===== src/rtl/control_sequencer_pkg.sv =====
// Shared definitions for the control sequencer: state encoding,
// instruction opcodes and ALU operation codes.
package control_sequencer_pkg;

  typedef enum logic [3:0] {
    ST_RST  = 4'd0,
    ST_T0   = 4'd1,
    ST_T1   = 4'd2,
    ST_T2   = 4'd3,
    ST_T3   = 4'd4,
    ST_T4   = 4'd5,
    ST_T5   = 4'd6,
    ST_T6   = 4'd7,
    ST_T7   = 4'd8,
    ST_HALT = 4'd9
  } state_t;

  // 5-bit instruction opcodes (IR[31:27])
  localparam logic [4:0] OPC_LD   = 5'b00000;
  localparam logic [4:0] OPC_ST   = 5'b00010;
  localparam logic [4:0] OPC_ADD  = 5'b00011;
  localparam logic [4:0] OPC_SUB  = 5'b00100;
  localparam logic [4:0] OPC_AND  = 5'b00101;
  localparam logic [4:0] OPC_OR   = 5'b00110;
  localparam logic [4:0] OPC_SHR  = 5'b00111;
  localparam logic [4:0] OPC_SHL  = 5'b01001;
  localparam logic [4:0] OPC_ROR  = 5'b01010;
  localparam logic [4:0] OPC_ROL  = 5'b01011;
  localparam logic [4:0] OPC_ADDI = 5'b01100;
  localparam logic [4:0] OPC_ANDI = 5'b01101;
  localparam logic [4:0] OPC_ORI  = 5'b01110;
  localparam logic [4:0] OPC_MUL  = 5'b01111;
  localparam logic [4:0] OPC_DIV  = 5'b10000;
  localparam logic [4:0] OPC_NOP  = 5'b11010;
  localparam logic [4:0] OPC_HALT = 5'b11011;

  // 4-bit ALU operation codes
  localparam logic [3:0] ALU_ADD = 4'd0;
  localparam logic [3:0] ALU_SUB = 4'd1;
  localparam logic [3:0] ALU_AND = 4'd2;
  localparam logic [3:0] ALU_OR  = 4'd3;
  localparam logic [3:0] ALU_SHR = 4'd4;
  localparam logic [3:0] ALU_SHL = 4'd5;
  localparam logic [3:0] ALU_ROR = 4'd6;
  localparam logic [3:0] ALU_ROL = 4'd7;
  localparam logic [3:0] ALU_MUL = 4'd8;
  localparam logic [3:0] ALU_DIV = 4'd9;

  // ALU code for an opcode; memory ops compute their address with ADD
  function automatic logic [3:0] alu_code(input logic [4:0] opc);
    logic [3:0] code;
    code = ALU_ADD;
    case (opc)
      OPC_SUB:           code = ALU_SUB;
      OPC_AND, OPC_ANDI: code = ALU_AND;
      OPC_OR,  OPC_ORI:  code = ALU_OR;
      OPC_SHR:           code = ALU_SHR;
      OPC_SHL:           code = ALU_SHL;
      OPC_ROR:           code = ALU_ROR;
      OPC_ROL:           code = ALU_ROL;
      OPC_MUL:           code = ALU_MUL;
      OPC_DIV:           code = ALU_DIV;
      default:           code = ALU_ADD;
    endcase
    return code;
  endfunction

endpackage


===== src/rtl/control_sequencer_reg_decoder.sv =====
// Register-field decoder: 4-bit register number plus enable to a
// one-hot (or all-zero) 16-bit select vector.
module reg_decoder
  import control_sequencer_pkg::*;
(
  input  logic [3:0]  field,
  input  logic        en,
  output logic [15:0] onehot
);

  // One comparator per register select line
  for (genvar gi = 0; gi < 16; gi++) begin : g_sel
    assign onehot[gi] = en && (field == 4'(gi));
  end

endmodule


===== src/rtl/control_sequencer.sv =====
// Moore control sequencer for a simple CPU datapath: fetch (T0-T2),
// then opcode-dependent execute steps (T3-T7), with HALT as a sink.
module control_sequencer
  import control_sequencer_pkg::*;
(
  input  logic        Clock,
  input  logic        clear,
  input  logic [31:0] IR,
  input  logic        Stop,
  output logic        PCout,
  output logic        Zlowout,
  output logic        Zhighout,
  output logic        HIout,
  output logic        LOout,
  output logic        MDRout,
  output logic        Cout,
  output logic        MARin,
  output logic        PCin,
  output logic        MDRin,
  output logic        IRin,
  output logic        Yin,
  output logic        IncPC,
  output logic        Read,
  output logic        Write,
  output logic        Zin_high,
  output logic        Zin_low,
  output logic        HIin,
  output logic        LOin,
  output logic [15:0] Rin,
  output logic [15:0] Rout,
  output logic [3:0]  operation,
  output logic        Run
);

  state_t     state_reg, state_next;
  logic [4:0] opc;
  logic [3:0] ra, rb, rc;
  logic       is_rtype, is_imm, is_ld, is_st, is_md, is_halt;
  logic [3:0] rin_sel, rout_sel;
  logic       rin_en, rout_en;
  logic       ir_unused;

  assign opc       = IR[31:27];
  assign ra        = IR[26:23];
  assign rb        = IR[22:19];
  assign rc        = IR[18:15];
  assign ir_unused = ^IR[14:0];

  // Classify the opcode into the execute-phase families
  always_comb begin
    is_rtype = 1'b0;
    is_imm   = 1'b0;
    is_ld    = (opc == OPC_LD);
    is_st    = (opc == OPC_ST);
    is_md    = (opc == OPC_MUL) || (opc == OPC_DIV);
    is_halt  = (opc == OPC_HALT);
    case (opc)
      OPC_ADD, OPC_SUB, OPC_AND, OPC_OR,
      OPC_SHR, OPC_SHL, OPC_ROR, OPC_ROL: is_rtype = 1'b1;
      OPC_ADDI, OPC_ANDI, OPC_ORI:        is_imm   = 1'b1;
      default: ;
    endcase
  end

  // State register; clear drops straight back to RST
  always_ff @(posedge Clock or negedge clear) begin
    if (!clear) state_reg <= ST_RST;
    else        state_reg <= state_next;
  end

  // Next-state and strobe decode; every T0 entry is diverted to HALT by Stop
  always_comb begin
    state_next = state_reg;
    PCout = 1'b0; Zlowout = 1'b0; Zhighout = 1'b0; HIout = 1'b0;
    LOout = 1'b0; MDRout = 1'b0; Cout = 1'b0;
    MARin = 1'b0; PCin = 1'b0; MDRin = 1'b0; IRin = 1'b0; Yin = 1'b0;
    IncPC = 1'b0; Read = 1'b0; Write = 1'b0; Zin_high = 1'b0;
    Zin_low = 1'b0; HIin = 1'b0; LOin = 1'b0;
    operation = ALU_ADD;
    rin_en = 1'b0; rin_sel = ra;
    rout_en = 1'b0; rout_sel = ra;
    Run = (state_reg != ST_RST) && (state_reg != ST_HALT);
    case (state_reg)
      ST_RST: state_next = Stop ? ST_HALT : ST_T0;
      ST_T0: begin
        PCout = 1'b1; MARin = 1'b1; IncPC = 1'b1; Zin_low = 1'b1;
        state_next = ST_T1;
      end
      ST_T1: begin
        Zlowout = 1'b1; PCin = 1'b1; Read = 1'b1; MDRin = 1'b1;
        state_next = ST_T2;
      end
      ST_T2: begin
        MDRout = 1'b1; IRin = 1'b1;
        state_next = ST_T3;
      end
      ST_T3: begin
        if (is_rtype || is_imm || is_ld || is_st) begin
          rout_en = 1'b1; rout_sel = rb; Yin = 1'b1;
          state_next = ST_T4;
        end else if (is_md) begin
          rout_en = 1'b1; rout_sel = ra; Yin = 1'b1;
          state_next = ST_T4;
        end else if (is_halt) begin
          state_next = ST_HALT;
        end else begin
          state_next = Stop ? ST_HALT : ST_T0;
        end
      end
      ST_T4: begin
        Zin_low = 1'b1;
        operation = alu_code(opc);
        if (is_rtype) begin
          rout_en = 1'b1; rout_sel = rc;
        end else if (is_md) begin
          rout_en = 1'b1; rout_sel = rb; Zin_high = 1'b1;
        end else begin
          Cout = 1'b1;
        end
        state_next = ST_T5;
      end
      ST_T5: begin
        Zlowout = 1'b1;
        if (is_rtype || is_imm) begin
          rin_en = 1'b1;
          state_next = Stop ? ST_HALT : ST_T0;
        end else if (is_md) begin
          LOin = 1'b1;
          state_next = ST_T6;
        end else begin
          MARin = 1'b1;
          state_next = ST_T6;
        end
      end
      ST_T6: begin
        if (is_md) begin
          Zhighout = 1'b1; HIin = 1'b1;
          state_next = Stop ? ST_HALT : ST_T0;
        end else if (is_st) begin
          rout_en = 1'b1; MDRin = 1'b1;
          state_next = ST_T7;
        end else begin
          Read = 1'b1; MDRin = 1'b1;
          state_next = ST_T7;
        end
      end
      ST_T7: begin
        if (is_st) begin
          Write = 1'b1;
        end else begin
          MDRout = 1'b1; rin_en = 1'b1;
        end
        state_next = Stop ? ST_HALT : ST_T0;
      end
      ST_HALT: state_next = ST_HALT;
      default: state_next = ST_RST;
    endcase
  end

  reg_decoder u_rin_dec (
    .field  (rin_sel),
    .en     (rin_en),
    .onehot (Rin)
  );

  reg_decoder u_rout_dec (
    .field  (rout_sel),
    .en     (rout_en),
    .onehot (Rout)
  );

endmodule


===== config.mk =====
export PLATFORM = sky130hd
export DESIGN_NAME = control_sequencer
export DESIGN_NICKNAME = d
export VERILOG_FILES = /design/src/rtl/control_sequencer_pkg.sv /design/src/rtl/control_sequencer_reg_decoder.sv /design/src/rtl/control_sequencer.sv
export SDC_FILE = /design/constraint.sdc
export NUM_CORES = 1
export LEC_CHECK = 0
export BUFFER_PORTS_ARGS = -buffer_cell sky130_fd_sc_hd__buf_2
export CAP_MARGIN = 20
export CORE_ASPECT_RATIO = 2
export CORE_MARGIN = 8
export CORE_UTILIZATION = 44
export CTS_CLUSTER_SIZE = 8
export DETAILED_ROUTE_END_ITERATION = 6
export HOLD_SLACK_MARGIN = 0.1
export PLACE_DENSITY = 0.86
export SLEW_MARGIN = 20
export SYNTH_ARGS = -nofsm -noshare
export SYNTH_HDL_FRONTEND = slang
export SYNTH_SLANG_ARGS = --single-unit

===== constraint.sdc =====
create_clock -name Clock -period 4.2 [get_ports Clock]
set_clock_uncertainty 0.2 [all_clocks]
set_input_delay 0.42 -clock Clock [delete_from_list [all_inputs] [get_ports Clock]]
set_output_delay 0.42 -clock Clock [all_outputs]
set_load 0.02 [all_outputs]

==> results.tsv <==
metric	value	unit
Worst Hold Class	input pin to register	
Net Switching	0.332	mW
Avg Vias per Cell	6.13	
latest clock arrival within the worst-skew pair	0.22	ns
pre-CTS WS	0.597	ns
Final nets	289	
# resized after CTS	0	
TritonRoute pass-1 iters	4	
CP max FO	16	
Setup CP Type	input pin to output port	
setup ws final	0.556	ns
total I/O pin count	91	
Fillers	291	
GR Util All Layers	0.175	
reg2reg setup slack	2.17	ns
GRT Residual Overflow	0	
Post-Syn Area	1240	sq um
DIE AREA	4880	sq um
FF-to-FF Start	state_reg[3]$_DFF_PN0_	
reg-to-reg endpoint	state_reg[3]$_DFF_PN0_	
share of the yosys chip area belonging to registers	0.0806	
post-DR wirelength/cell	15.6	um
Setup TNS	0	ns
post-route cell area	1600	sq um
Post-CTS Setup Inserts	0	
HP Start	Stop	
Syn-to-layout area delta	29.1	%
core area	2740	sq um
DRC Markers	0	
max reg flops	4	
Clock transition at path regs	0.03	ns
final hold violation count	0	
Routed WL	4310	um
crit path launch type	input pin	
LEAKAGE	0.798	nW
final setup violation count	0	
Synth area leaders	nor2_1 (8.5%), dfrtp_1 (8.1%), nor3_1 (6.0%)	
Clock Tree Buf Depth	2	
Inserted Diodes	0	
RSZ-0062 raised after global routing	false	
placer congestion estimate	0.879	
Placed Area	1550	sq um
largest net degree at the start of global routing	17	
hold buffers post-CTS	1	
WP data arrival	3.02	ns
Multi-input gate area	1020	sq um
Port-buffer cells	73	
ys flop type	dfrtp_1	
clk root buf	clkbuf_8	
Crit path required time	3.58	ns
Post-synth top cells	nor2_1 (28), nand2_1 (19), nor3_1 (15), o21ai_0 (10), nor4b_1 (7)	
worst IR drop on VDD	0.285	mV
initial antenna violation count	0	
Slew Limit Fails	0	
hold endpoint	state_reg[3]$_DFF_PN0_	
maxcap violations	0	
Die Wd	53.6	um
CTS tree	yes	
layout cell share with drive strength beyond 1	0.360	
largest area contributor in the netlist	nor2_1	
top-area cell type share of the netlist area	0.0846	
most frequent cell after synthesis	nor2_1	
EDFF count, synth	0	
Die Y	91.2	um
max frequency	0.274	GHz
asr flop ratio synth	1.00	
synthesized area per cell	6.72	sq um
clock network fraction of total power	0.140	
register area	100	sq um
status	completed	
Internal	0.263	mW
Initial Util	0.454	
Syn Inst Count	185	
first-pass GRT wire length	7040	um
num rows	27	
Net Sw Frac	0.558	
total power draw	0.595	mW
Worst Reg-to-Reg Cells	6	
synth warn	0	
Sequential Power Share	0.182	
Comb power frac	0.678	
CTS Sinks	4	
hold path cells	3	
number of global-route vias before repair	1631	
clock period minus worst slack	3.64	ns
DP HPWL	3480	um
Vias	1692	
Worst Setup End Kind	output port	
H-Tree Depth	1	
DRT iter0 DRCs	60	
final period utilization	0.868	
Netlist cell types	58	
FF+latch count, synth	4	
Final ANT Viol Nets	0	
Cell Pwr Density	371	nW/um^2
clock buffer count from CTS	3	
## per-stage QoR
stage	hold slack, ns	util	std cells
floorplan	-0.0756	-	186
global placement	0.0272	0.567	272
detailed placement	0.0318	0.567	272
CTS	0.320	0.586	276
global route	0.348	0.586	276
finish	0.311	0.586	276
## layout make-up
class | instances | share of cell area
Timing Repair Buffer | 75 | 0.239
Inverter | 5 | 0.0117
Multi-Input combinational cell | 160 | 0.639
Clock buffer | 3 | 0.0257
Sequential cell | 4 | 0.0624
Tap cell | 29 | 0.0226
## kinds of logic after synthesis
logic type | count (synthesis) | share of synthesized area
buf+inv | 22 | 0.0977
flops | 4 | 0.0806
other cells | 1 | 0.00302
simple gates | 109 | 0.504
fa+ha+maj | 5 | 0.0504
compound gates | 43 | 0.258
xor+xnor | 1 | 0.00705
## routing by layer
metal  GRT usage  up-vias  wire length [um]
met5           0        -                 0
met1       0.166      803              1430
li1            -      817                 -
met3      0.0229       11               329
met2       0.331       61              2450
met4      0.0869        0                99
## power groups by stage
| stage | sequential [mW] | clock, mW | combinational [mW] |
|---|---|---|---|
| 2_1_floorplan | 0.0657 | 0 | 0.343 |
| 3_3_place_gp | 0.105 | 0 | 0.394 |
| 3_5_place_dp | 0.106 | 0 | 0.397 |
| 4_1_cts | 0.107 | 0.0828 | 0.403 |
| 5_1_grt | 0.114 | 0.0880 | 0.444 |
| 6_report | 0.108 | 0.0834 | 0.403 |
## worst max-delay path, cell delays in order
cell,delay (ns)
buf_2,0.12
inv_1,0.08
ha_1,0.24
and4bb_4,0.23
or2_1,0.41
o41a_1,0.48
nand2_1,0.10
a221o_1,0.42
nor4bb_1,0.31
buf_2,0.21
## worst max path at each step
| stage | from | endpoint | cells past startpoint |
|---|---|---|---|
| after global routing | IR[27] | Rout[11] | 10 |
| after detailed placement | IR[27] | Rout[15] | 10 |
| final | IR[27] | Rout[6] | 10 |
| after floorplan | IR[27] | Rout[13] | 10 |
| after global placement | IR[27] | Rout[6] | 10 |
| after CTS | IR[27] | Rout[15] | 10 |
## cells in the final DEF, fill, tap and decap left out, types with 3 or more instances in the layout
master / count
buf_2: 73
nor2_1: 28
nand2_1: 19
nor3_1: 15
o21ai_0: 10
nor4b_1: 7
a31oi_1: 6
inv_1: 5
nor4_1: 5
ha_1: 5
nand2b_1: 4
a21oi_1: 4
dfrtp_1: 4
nor2b_1: 3
or3_1: 3
nand4_1: 3
clkbuf_8: 3
Power figures use the tool's default switching activity.
